File: src/rtl/ones_count_pkg.sv
// rtl/ones_count_pkg.sv - shared state encoding, mode constants and clog2 helper for the serial bit counter
package ones_count_pkg;

    typedef enum logic [1:0] {
        ST_IDLE  = 2'd0,
        ST_COUNT = 2'd1,
        ST_DONE  = 2'd2
    } state_t;

    localparam logic MODE_ONES  = 1'b0;
    localparam logic MODE_ZEROS = 1'b1;

    function automatic int clog2(input int value);
        int r;
        r = 0;
        while ((1 << r) < value) r = r + 1;
        return r;
    endfunction

endpackage

File: src/rtl/ones_count_chunk.sv
// rtl/ones_count_chunk.sv - combinational popcount of one masked, optionally inverted lane
module ones_count_chunk
    import ones_count_pkg::*;
#(
    parameter int CHUNK = 8
) (
    input  logic [CHUNK-1:0]      lane,
    input  logic                  mode,
    input  logic [CHUNK-1:0]      lane_mask,
    output logic [clog2(CHUNK):0] ones
);

    localparam int PW = clog2(CHUNK) + 1;

    logic [CHUNK-1:0] bits;

    // Mask after inversion so padding lanes never count as zeros.
    assign bits = (lane ^ {CHUNK{mode}}) & lane_mask;

    always_comb begin
        ones = '0;
        for (int i = 0; i < CHUNK; i++) begin
            ones = ones + PW'(bits[i]);
        end
    end

endmodule

File: src/rtl/ones_count_serial.sv
// rtl/ones_count_serial.sv - multi-cycle ones/zeros counter, CHUNK bits per clock, valid/ready on both sides
module ones_count_serial
    import ones_count_pkg::*;
#(
    parameter  int IN_WIDTH = 32,
    parameter  int CHUNK    = 8,
    localparam int CNT_W    = clog2(IN_WIDTH) + 1
) (
    input  logic                clk,
    input  logic                rst_n,
    input  logic                in_valid,
    output logic                in_ready,
    input  logic [IN_WIDTH-1:0] in_vec,
    input  logic                mode,
    output logic                out_valid,
    input  logic                out_ready,
    output logic [CNT_W-1:0]    count,
    output logic                busy
);

    localparam int NCHUNK     = (IN_WIDTH + CHUNK - 1) / CHUNK;
    localparam int SH_W       = NCHUNK * CHUNK;
    localparam int IDX_W      = (NCHUNK > 1) ? clog2(NCHUNK) : 1;
    localparam int PW         = clog2(CHUNK) + 1;
    localparam int LAST_LANES = IN_WIDTH - (NCHUNK - 1) * CHUNK;
    localparam logic [CHUNK-1:0] LAST_MASK = {CHUNK{1'b1}} >> (CHUNK - LAST_LANES);
    localparam logic [IDX_W-1:0] LAST_IDX  = IDX_W'(NCHUNK - 1);

    state_t           state;
    logic [SH_W-1:0]  sh;
    logic             mode_r;
    logic [IDX_W-1:0] idx;
    logic [CNT_W-1:0] acc;
    logic [CNT_W-1:0] acc_next;
    logic [CHUNK-1:0] lane_mask;
    logic [PW-1:0]    lane_ones;
    logic             last_chunk;

    assign last_chunk = (idx == LAST_IDX);
    assign lane_mask  = last_chunk ? LAST_MASK : {CHUNK{1'b1}};
    assign acc_next   = acc + CNT_W'(lane_ones);

    ones_count_chunk #(.CHUNK(CHUNK)) u_chunk (
        .lane      (sh[CHUNK-1:0]),
        .mode      (mode_r),
        .lane_mask (lane_mask),
        .ones      (lane_ones)
    );

    always_ff @(posedge clk or negedge rst_n) begin
        if (!rst_n) begin
            state     <= ST_IDLE;
            in_ready  <= 1'b1;
            out_valid <= 1'b0;
            count     <= '0;
            busy      <= 1'b0;
            sh        <= '0;
            mode_r    <= MODE_ONES;
            idx       <= '0;
            acc       <= '0;
        end else begin
            case (state)
                ST_IDLE: begin
                    if (in_valid && in_ready) begin
                        sh       <= SH_W'(in_vec);
                        mode_r   <= mode;
                        acc      <= '0;
                        idx      <= '0;
                        in_ready <= 1'b0;
                        busy     <= 1'b1;
                        state    <= ST_COUNT;
                    end
                end
                ST_COUNT: begin
                    acc <= acc_next;
                    sh  <= sh >> CHUNK;
                    idx <= idx + 1'b1;
                    if (last_chunk) begin
                        count     <= acc_next;
                        out_valid <= 1'b1;
                        state     <= ST_DONE;
                    end
                end
                ST_DONE: begin
                    // count stays loaded after the handshake until the next result.
                    if (out_valid && out_ready) begin
                        out_valid <= 1'b0;
                        busy      <= 1'b0;
                        in_ready  <= 1'b1;
                        state     <= ST_IDLE;
                    end
                end
                default: begin
                    state     <= ST_IDLE;
                    in_ready  <= 1'b1;
                    out_valid <= 1'b0;
                    busy      <= 1'b0;
                end
            endcase
        end
    end

endmodule
File: config.mk
export PLATFORM = sky130hd
export DESIGN_NAME = ones_count_serial
export DESIGN_NICKNAME = d
export VERILOG_FILES = /design/src/rtl/ones_count_pkg.sv /design/src/rtl/ones_count_chunk.sv /design/src/rtl/ones_count_serial.sv
export SDC_FILE = /design/constraint.sdc
export NUM_CORES = 1
export LEC_CHECK = 0
export CAP_MARGIN = 20
export CORE_UTILIZATION = 50
export DETAILED_ROUTE_END_ITERATION = 12
export DONT_BUFFER_PORTS = 1
export GPL_TIMING_DRIVEN = 0
export MAX_ROUTING_LAYER = met4
export PLACE_DENSITY = 0.69
export SLEW_MARGIN = 30
export SYNTH_ARGS = -nofsm -noshare
export SYNTH_HDL_FRONTEND = slang
export SYNTH_SLANG_ARGS = --single-unit
export TNS_END_PERCENT = 20
File: constraint.sdc
create_clock -name clk -period 4.1 [get_ports clk]
set_input_delay 0.615 -clock clk [delete_from_list [all_inputs] [get_ports clk]]
set_output_delay 0.615 -clock clk [all_outputs]
set_load 0.005 [all_outputs]
==> flow_metrics.env <==
export IMPL_result_of_the_run="finished clean"
export IMPL_report_final_setup_viol=0
export IMPL_hpwlAfterDp_um=3450
export IMPL_route_antenna_remaining_nets=0
export IMPL_grt_remaining_overflow=0
export IMPL_timing_rr_start="mode_r"
export IMPL_layout_nets=290
export IMPL_routed_wl_um=4771
export IMPL_synthToLayoutAreaGrowth_pct=10.23
export IMPL_path_class="reg2reg"
export IMPL_grt_antenna_before_repair=0
export IMPL_htreeDepth=2
export IMPL_ctsLongestPathBuffers=2
export IMPL_crit_path_max_fanout=4
export IMPL_drtIter0Drc=69
export IMPL_final_fill_count=426
export IMPL_rsz_0062_raised_after_global_routing="yes"
export IMPL_worst_skew_pair_late_latency_ns=0.30
export IMPL_regToRegSetupSlack_ns=0.14
export IMPL_post_synth_num_cell_types=31
export IMPL_cts_num_sinks=52
export IMPL_multiInputGateArea_um2=1226
export IMPL_fin_skew_ns=0.007705
export IMPL_global_route_wire_length_before_repair_um=7790
export IMPL_maxSlewHeadroom=0.7218
export IMPL_hold_viol=0
export IMPL_max_clock_freq_mhz=252.5
export IMPL_drt_wirelength_per_cell_um=15.59
export IMPL_avgViaCountPerCell=5.415
export IMPL_syn_cell_area_um2=2616
export IMPL_synth_warnings=0
export IMPL_via_count=1657
export IMPL_via_count_of_the_first_global_routing_pass=1600
export IMPL_slew_viol_final=0
export IMPL_iteration_count_of_the_initial_detailed_routing_pass=4
export IMPL_reg2reg_depth=13
export IMPL_floorplan_die_height_um=74.34
export IMPL_top_level_pins=46
export IMPL_placement_setup_worst_slack_ns=-0.2262
export IMPL_die_area_um2=5526
export IMPL_initial_core_util=0.5362
export IMPL_timing_critical_path_to="count[3]"
export IMPL_grt_max_degree=52
export IMPL_share_of_synthesized_area_occupied_by_flip_flops_and_latches=0.4978
export IMPL_worst_hold_path_type="in2async"
export IMPL_syn_avg_cell_area_um2=11.33
export IMPL_post_route_drc=0
export IMPL_chipWidth_um=74.34
export IMPL_critical_path_endpoint_type="flop"
export IMPL_synthesis_nets=281
export IMPL_floorplan_core_area_um2=4880
export IMPL_critical_path_reg2reg_endpoint="count[3]"
export IMPL_layout_cells_non_filler=306
export IMPL_grt_total_usage=0.1973
export IMPL_period_minus_slack_ns=3.961
export IMPL_worst_slew_pin_transition_ns=0.4160
export IMPL_crit_arrival_ns=4.15
export IMPL_cp_data_required_time_ns=4.29
export IMPL_area_sequential_um2=1304
export IMPL_fin_ws_ns=0.1390
export IMPL_worstSetupStartpoint="mode_r"
export IMPL_clkTransAtPathRegs_ns=0.09
export IMPL_critPathLaunchType="flop"
export IMPL_post_synth_inst_count=231
export IMPL_final_layout_size_suffix_gt1_frac=0.1674
export IMPL_clock_root_buffer="sky130_fd_sc_hd__clkbuf_8"
export IMPL_cts_buffers_inserted=5
export IMPL_floorplan_rows=25
export IMPL_cts_tree="done"
export IMPL_postLayoutCoreUtil=0.5910
export IMPL_n_antenna_cell=0
export IMPL_numPortBuffers=0
export IMPL_min_period_over_period=0.9661
export IMPL_synth_seq_cells=52
export IMPL_gp_routability_congestion=0.7328
export IMPL_placed_cell_count=298
export IMPL_cap_violations=0
metrics by stage:
stage | TNS [ns] | hold slack (ns) | cell area (um^2)
finish | 0 | 0.1537 | 2884
global route | -0.005712 | 0.1388 | 2884
CTS | 0 | 0.1430 | 2861
detailed placement | -1.036 | 0.3206 | 2709
floorplan | -0.09572 | 0.3194 | 2625
global placement | -0.8359 | 0.3204 | 2709
layout make-up:
| cell class | count | share of cell area |
|---|---|---|
| plain buffers | 12 | 0.03688 |
| clock buffers | 5 | 0.02386 |
| clock inverters | 1 | 0.01041 |
| inverters | 6 | 0.007809 |
| multi-input cells | 160 | 0.4252 |
| flip-flops and latches | 52 | 0.4521 |
| well taps | 67 | 0.02907 |
| repair buffers | 3 | 0.01475 |
metal layers:
layer | vias to the layer above | GRT usage | part of all wire
li1 | 815 | - | -
met1 | 808 | 0.2729 | 0.50
met2 | 29 | 0.2919 | 0.45
met3 | 5 | 0.04201 | 0.035
met4 | 0 | 0.06289 | 0.012
met5 | - | - | 0
registers in the layout, indices dropped and copies added, names as in the netlist, 2 cells and up:
register  count
sh           32
acc           6
count         6
idx           2
state         2
Yosys cell counts:
cell | count | area share
sky130_fd_sc_hd__inv_1 | 6 | 0.0086
sky130_fd_sc_hd__a211oi_1 | 2 | 0.0057
sky130_fd_sc_hd__buf_4 | 1 | 0.0029
sky130_fd_sc_hd__dfrtp_1 | 51 | 0.49
sky130_fd_sc_hd__dfstp_2 | 1 | 0.010
sky130_fd_sc_hd__buf_6 | 7 | 0.030
sky130_fd_sc_hd__o22ai_1 | 1 | 0.0024
sky130_fd_sc_hd__or2_1 | 1 | 0.0024
sky130_fd_sc_hd__nor2b_1 | 2 | 0.0048
sky130_fd_sc_hd__xnor2_1 | 5 | 0.017
sky130_fd_sc_hd__nand2b_1 | 2 | 0.0048
sky130_fd_sc_hd__o21bai_1 | 1 | 0.0029
sky130_fd_sc_hd__a21o_1 | 1 | 0.0029
sky130_fd_sc_hd__o21ai_0 | 5 | 0.0096
sky130_fd_sc_hd__ha_1 | 8 | 0.038
sky130_fd_sc_hd__a22o_1 | 13 | 0.044
sky130_fd_sc_hd__a21oi_2 | 1 | 0.0033
sky130_fd_sc_hd__buf_2 | 5 | 0.0096
sky130_fd_sc_hd__nand2_1 | 35 | 0.050
sky130_fd_sc_hd__nor3_4 | 1 | 0.0062
sky130_fd_sc_hd__mux2_2 | 4 | 0.017
sky130_fd_sc_hd__o31a_1 | 1 | 0.0033
sky130_fd_sc_hd__nor2_1 | 5 | 0.0072
sky130_fd_sc_hd__nand2_4 | 1 | 0.0043
sky130_fd_sc_hd__mux2i_1 | 24 | 0.092
sky130_fd_sc_hd__mux2_1 | 1 | 0.0043
sky130_fd_sc_hd__o21ai_1 | 25 | 0.048
sky130_fd_sc_hd__fa_1 | 5 | 0.038
sky130_fd_sc_hd__a21oi_1 | 7 | 0.013
sky130_fd_sc_hd__o31ai_1 | 1 | 0.0029
sky130_fd_sc_hd__xor2_1 | 8 | 0.027
worst min-delay path by stage:
stage	cells past startpoint	from	slack [ns]	endpoint
2_1_floorplan	0	rst_n	0.32	acc[0]
3_3_place_gp	0	rst_n	0.32	count[1]
3_5_place_dp	0	rst_n	0.32	count[0]
4_1_cts	0	rst_n	0.14	in_ready
5_1_grt	0	rst_n	0.14	in_ready
6_report	0	rst_n	0.15	in_ready
worst max-delay path, stage by stage (launching register included):
cell	delay (ns)
sky130_fd_sc_hd__dfrtp_2	0.46
sky130_fd_sc_hd__xor2_1	0.15
sky130_fd_sc_hd__ha_1	0.31
sky130_fd_sc_hd__fa_1	0.49
sky130_fd_sc_hd__inv_2	0.04
sky130_fd_sc_hd__fa_1	0.47
sky130_fd_sc_hd__fa_2	0.37
sky130_fd_sc_hd__inv_2	0.07
sky130_fd_sc_hd__fa_2	0.47
sky130_fd_sc_hd__ha_4	0.24
sky130_fd_sc_hd__a211oi_4	0.27
sky130_fd_sc_hd__nor2_2	0.09
sky130_fd_sc_hd__xor2_2	0.16
sky130_fd_sc_hd__mux2_2	0.26
repair_timing:
action,in CTS,in global routing
resized for setup,5,7
pin swaps,7,11
hold buffers,1,0
setup buffers,2,0
setup endpoints to repair,7,6
endpoints found under the hold margin,51,0
cells by family after synthesis:
group,after synthesis,share of synthesized area
flops,52,0.4978
compound gates,58,0.1377
simple gates,47,0.07987
fa+ha+maj,13,0.07652
buf+inv,19,0.05117
xor+xnor,13,0.04352
mux,29,0.1133
cell usage in the layout (no fill, tap or decap), types with 6 or more instances in the layout:
| cell type | netlist | final |
|---|---|---|
| sky130_fd_sc_hd__ha_1 | 8 | 7 |
| sky130_fd_sc_hd__buf_6 | 7 | 7 |
| sky130_fd_sc_hd__a21oi_1 | 7 | 6 |
| sky130_fd_sc_hd__mux2i_1 | 24 | 24 |
| sky130_fd_sc_hd__xor2_1 | 8 | 7 |
| sky130_fd_sc_hd__o21ai_1 | 25 | 25 |
| sky130_fd_sc_hd__a22o_1 | 13 | 13 |
| sky130_fd_sc_hd__dfrtp_1 | 51 | 50 |
| sky130_fd_sc_hd__nand2_1 | 35 | 35 |
Power is not shown: default switching activity piles up to over one toggle a cycle in this logic, so the estimate is an artifact.
